`src/rtl/regfile_pkg.sv`:
```
// Shared constants, types and the byte-merge helper for the multi-port register file.
// The merge helper operates on words up to MAX_DATA_W bits; callers cast to their width.
package regfile_pkg;

   localparam int RF_DATA_W  = 32;
   localparam int RF_DEPTH   = 32;
   localparam int ADDR_W     = $clog2(RF_DEPTH);
   localparam int STRB_W     = RF_DATA_W / 8;
   localparam int MAX_DATA_W = 128;
   localparam int MAX_STRB_W = MAX_DATA_W / 8;

   typedef logic [MAX_STRB_W-1:0] strb_t;
   typedef logic [MAX_DATA_W-1:0] word_t;

   // Bytes with a set strobe come from new_word; all others keep old_word.
   function automatic word_t merge_bytes(input word_t old_word, input word_t new_word,
                                         input strb_t strb);
      word_t merged;
      merged = old_word;
      for (int k = 0; k < MAX_STRB_W; k++) begin
         if (strb[k]) merged[8*k +: 8] = new_word[8*k +: 8];
      end
      return merged;
   endfunction

endpackage

```
`src/rtl/regfile_cell.sv`:
```
// One register-file entry: DATA_W bits with per-byte write enables and synchronous clear.
module regfile_cell
   import regfile_pkg::*;
#(
   parameter int DATA_W = RF_DATA_W
) (
   input  logic                clk_i,
   input  logic                clr_i,
   input  logic [DATA_W/8-1:0] be_i,
   input  logic [DATA_W-1:0]   wdata_i,
   output logic [DATA_W-1:0]   rdata_o
);

   logic [DATA_W-1:0] data_q;
   logic [DATA_W-1:0] data_d;

   always_comb begin
      data_d = DATA_W'(merge_bytes(word_t'(data_q), word_t'(wdata_i), strb_t'(be_i)));
   end

   // Clear wins over any byte enable in the same cycle.
   always_ff @(posedge clk_i) begin
      if (clr_i) data_q <= '0;
      else       data_q <= data_d;
   end

   assign rdata_o = data_q;

endmodule

```
`src/rtl/regfile_mp.sv`:
```
// Multi-port register file: combinational reads, byte-strobed synchronous write, optional zero entry.
// Define REGFILE_BYPASS_EN to forward a same-cycle write onto matching read ports.
module regfile_mp
   import regfile_pkg::*;
#(
   parameter int DATA_W   = RF_DATA_W,
   parameter int DEPTH    = RF_DEPTH,
   parameter int NUM_RD   = 2,
   parameter int ZERO_REG = 1
) (
   input  logic                                  i_clk,
   input  logic                                  i_rst,
   input  logic [NUM_RD-1:0][$clog2(DEPTH)-1:0]  i_raddr,
   output logic [NUM_RD-1:0][DATA_W-1:0]         o_rdata,
   input  logic                                  i_wren,
   input  logic [$clog2(DEPTH)-1:0]              i_waddr,
   input  logic [DATA_W-1:0]                     i_wdata,
   input  logic [DATA_W/8-1:0]                   i_wstrb
);

   localparam int AW = $clog2(DEPTH);

   logic [DATA_W-1:0] entry [DEPTH];

   genvar e;
   for (e = 0; e < DEPTH; e++) begin : g_entry
      if (ZERO_REG != 0 && e == 0) begin : g_zero
         assign entry[e] = '0;
      end else begin : g_cell
         logic [DATA_W/8-1:0] be;
         assign be = (i_wren && i_waddr == AW'(e)) ? i_wstrb : '0;
         regfile_cell #(.DATA_W(DATA_W)) u_cell (
            .clk_i   (i_clk),
            .clr_i   (i_rst),
            .be_i    (be),
            .wdata_i (i_wdata),
            .rdata_o (entry[e])
         );
      end
   end

   genvar p;
   for (p = 0; p < NUM_RD; p++) begin : g_rd
      logic [DATA_W-1:0] stored;
      assign stored = entry[i_raddr[p]];
`ifdef REGFILE_BYPASS_EN
      // Forwarding never resurrects a discarded zero-entry write or a write lost to reset.
      logic fwd;
      assign fwd = i_wren && !i_rst && (i_raddr[p] == i_waddr)
                   && !(ZERO_REG != 0 && i_waddr == '0);
      assign o_rdata[p] = fwd
         ? DATA_W'(merge_bytes(word_t'(stored), word_t'(i_wdata), strb_t'(i_wstrb)))
         : stored;
`else
      assign o_rdata[p] = stored;
`endif
   end

endmodule

```
`config.mk`:
```
export PLATFORM = sky130hd
export DESIGN_NAME = regfile_mp
export DESIGN_NICKNAME = d
export VERILOG_FILES = /design/src/rtl/regfile_pkg.sv /design/src/rtl/regfile_cell.sv /design/src/rtl/regfile_mp.sv
export SDC_FILE = /design/constraint.sdc
export NUM_CORES = 2
export LEC_CHECK = 0
export ABC_AREA = 1
export CORE_MARGIN = 1
export CORE_UTILIZATION = 55
export CTS_BUF_LIST = sky130_fd_sc_hd__clkbuf_4 sky130_fd_sc_hd__clkbuf_8 sky130_fd_sc_hd__clkbuf_16
export DETAILED_ROUTE_END_ITERATION = 8
export PLACE_DENSITY = 0.71
export SLEW_MARGIN = 5
export SYNTH_ARGS = -nofsm -noshare
export SYNTH_HDL_FRONTEND = slang
export SYNTH_SLANG_ARGS = --single-unit
```
`constraint.sdc`:
```
create_clock -name i_clk -period 3.9 [get_ports i_clk]
set_input_delay 1.17 -clock i_clk [delete_from_list [all_inputs] [get_ports i_clk]]
set_output_delay 1.17 -clock i_clk [all_outputs]
set_load 0.02 [all_outputs]
```
Yosys cells after proc, flatten, opt, wreduce, memory -nomap -nowiden
Index checks and enable logic that the tools add are counted.

Bits in registers: 992. Bits in latches: 0. Memory bits (writable): 0. Bits in read-only memories: 0. Input bits: 54. Output and inout port bits: 64. Memories kept: 0.

Add/subtract/negate cells: 0. Multiply operators: 0. Divide/modulo/power cells: 0. Order comparisons: 2. Equality and inequality tests: 31. Shift-type cells: 0. Muxes and demuxes: 37. Bitwise logic cells: 2. Reduce and logical (&&, ||, !) cells: 31.

Operators with widths (count): $bmux 32 s5 (2); $mux 32 (4); $mux 4 (31); $eq 5x5->1 const B (16); $eq 5x4->1 const B (8); $logic_and 1x1->1 (31); $eq 5x3->1 const B (4); $ge 6x6->1 const B (2); $not 5->6 (2); $eq 5x2->1 const B (2); $eq 5x1->1 const B (1).

Depth between registers and ports, before layout
Word-level depth: 4. Depth in mapped cells: 13. Gate-level depth less buffers: 9.

Cells and area by module
Synthesis repeated with hierarchy kept, for this count alone.

Cell total of the unflattened synthesis: 11491. Area, all modules: 65602.9 µm².

By module, submodules not included: regfile_cell (instances 31, cells an instance 204, area each 1403.8 µm²); regfile_mp (instances 1, cells an instance 5167, area each 22083.7 µm²).

Least setup slack after synthesis
No wires, ideal clock.

Kind: input -> output. Start: input i_raddr[5] (netlist name). End: output o_rdata[55] (netlist name). Data arrival time: 2391 ps. Data required time: 2730 ps. Slack: 339 ps. Cell stages on the path: 13. Path buffers: 4. Path through: buf_2 > inv_1 > buf_4 > buf_2 > buf_2 > nand2_1 > nand3_1 > nand3_1 > nand2_1 > nand2_1 > nand2_1 > nand2_1 > nand2_1.

RTL lines: start: declaration (line regfile_mp.sv:13) `input logic [NUM_RD-1:0][$clog2(DEPTH)-1:0] i_raddr,`; end: declaration (line regfile_mp.sv:14) `output logic [NUM_RD-1:0][DATA_W-1:0] o_rdata,`.

==> flow_summary.toml <==
[yosys]
syn_area_per_cell_um2 = 6.28
netlist_area_um2 = 56900
yosysWarnings = 0
synth_fp_nets = 9106
seq_area_frac_synth_pct = 34.9
ys_ff_latch = 992
synthDistinctLibCells = 23
synth_cells = 9052

[critical_path]
timing.reg2reg.setup_slack_ns = 3.12
cp-start-kind = "input port"
reg2reg_to = "g_entry[5].g_cell.u_cell.rdata_o[15]"
path_class = "input port to primary output"
critPathMaxFanout = 9
cp.required_ns = 2.73
worstReg2RegStart = "g_entry[5].g_cell.u_cell.rdata_o[15]"
rr_worst_depth = 2
cp-end-kind = "primary output"
worstPathArrival_ns = 2.79

[timing]
period_needed_ns = 3.96
setup_viol = 13
fin_skew_ns = 0
worst_slack_ns = -0.0553
hold_ws_ns = 0.478
hold_viol = 0
fmax_mhz = 253
period_share_pct = 101
rsz0062_at_grt = "yes"
slew_viol_final = 0
worstMarginPinSlew_ns = 1.12
slew_headroom_pct = 25.3

[cells_and_area]
layout_commonest_cell = "nand2_1"
layout_common_cells = "2909 x nand2_1, 1503 x nand3_1, 992 x dfxtp_1"
finish.utilization_pct = 67.0
nFillCells = 9058
largest_reg_flops = 992
drive_above_1_share_pct = 13.9
finalNetCount = 9162
fin_area_um2 = 68500
area.growth.synth_to_final_pct = 20.4

[route]
viasPerCell = 6.16
ant_nets = 0
via_count = 65100
wl_per_cell_um = 22.3
initialDrtViolationCount = 9946
drc = 0
firstDrtPassIters = 6
routed_wl_um = 236000

[clock_tree]
clock_sinks = 992
clockRootBuffer = "clkbuf_16"
cts.clk_slew.worst_paths_ns = 0.06
worstSkewPairLatency_ns = 0.71
cts_tree = "yes"
clockBufferDepth = 3
cts.htree.levels = 3
cts_hold_buffers = 0
cts_buffers = 108

[worst_hold_path]
holdPathStages = 2
min_path_type = "flop to flop"
min_from = "g_entry[20].g_cell.u_cell.rdata_o[12]"
hold_end = "g_entry[20].g_cell.u_cell.rdata_o[12]"

[placement]
port_buffers = 117
dp_hpwl_um = 148000
gp_congestion = 0.966
place_area_um2 = 62200

[floorplanning]
die_w_um = 324
std_cell_rows = 117
start_util_pct = 55.6
io_pins = 118
die_y_um = 324
dieArea_um2 = 105000
coreArea_um2 = 102000

[global_routing]
antenna_found_initial = 13
grt_pass1_vias = 59200
grt_overflow_total = 0
grt_util_all_layers_pct = 43.3
grt_pass1_wl_um = 353000
grt_max_degree = 109

[power]
leakage_nw = 27.0
p_per_area_nw_per_um2 = 369
ir_drop_mv = 0.346
power.total_w = 0.0253

[outcome]
violations = "negative setup slack"
outcome = "finished with violations"

[job]
cap_violations = 0
-- where the power goes --
part	internal, W	switching [W]
clock	0.00645	0.00447
sequential	0.0102	0.0000353
combinational	0.00141	0.00271
total	0.0181	0.00722
-- kinds of logic after synthesis --
logic type / count (synthesis) / synth area share [%]
simple gates: 5564 / 42.7
buf+inv: 1379 / 9.96
compound gates: 1117 / 12.4
flops: 992 / 34.9
-- per-stage QoR --
| stage | setup TNS, ns | worst slack [ns] | instances |
|---|---|---|---|
| finish | -0.237 | -0.0553 | 10600 |
| global route | -0.900 | -0.0685 | 10600 |
| CTS | -0.791 | -0.136 | 10500 |
| detailed placement | -25.66 | -0.562 | 10300 |
| global placement | -25.56 | -0.560 | 10300 |
| floorplan | 0 | 0.339 | 9052 |
-- how the worst max path moves through the flow --
stage                from           to  slack (ns)  cells past startpoint
2_1_floorplan  i_raddr[5]  o_rdata[55]        0.34                     13
3_3_place_gp   i_raddr[0]  o_rdata[28]       -0.56                     12
3_5_place_dp   i_raddr[0]  o_rdata[28]       -0.56                     12
4_1_cts        i_raddr[0]  o_rdata[25]       -0.14                     12
5_1_grt        i_raddr[5]  o_rdata[53]       -0.07                     13
6_report       i_raddr[0]  o_rdata[12]       -0.06                     11
-- metal layers --
| metal | global-route usage [%] | up-vias | wire, um |
|---|---|---|---|
| li1 | - | 29900 | - |
| met2 | 64.5 | 4515 | 100000 |
| met3 | 9.82 | 907 | 30200 |
| met1 | 57.2 | 29800 | 90400 |
| met5 | 0 | - | 47 |
| met4 | 25.4 | 8 | 15000 |
-- layout make-up --
class / instances / area [um2] / area share [%]
Inverter: 614 / 2370 / 3.47
Timing Repair Buffer: 710 / 8520 / 12.4
Sequential cell: 992 / 19900 / 29.0
Multi-Input combinational cell: 6681 / 32300 / 47.1
Clock inverter: 34 / 428 / 0.625
Tap cell: 1368 / 1710 / 2.50
Antenna cell: 7 / 17.5 / 0.0256
Timing Repair inverter: 1 / 16.3 / 0.0238
Clock buffer: 156 / 3280 / 4.79
-- synth_stat cells, drive strengths merged --
cell type  instances  area [um2]
or2               31         194
nand4            132         826
a21oi            569        2850
buf              294        1590
dfxtp            992       19900
nor2             724        3020
nand2           3018       11400
inv              614        2300
a211oi           548        4230
nand3           1659        8820
clkbuf           471        1770
-- critical path, stage by stage --
cell       delay (ns)
buf_16           0.14
clkinv_16        0.11
nor2_4           0.21
buf_12           0.23
buf_8            0.17
nand2_1          0.06
nand3_1          0.14
nand3_2          0.13
nand3_1          0.12
nand2_1          0.10
buf_4            0.17
-- what timing repair did --
item / 4_1_cts / 5_1_grt
resized for setup: 378 / 282
pin swaps: 5 / 67
cloned: 23 / 12
buffers inserted: 14 / 30
setup endpoints to repair: 64 / 63
hold endpoints to repair: 0 / 0
(Power assumes the default switching activity.)
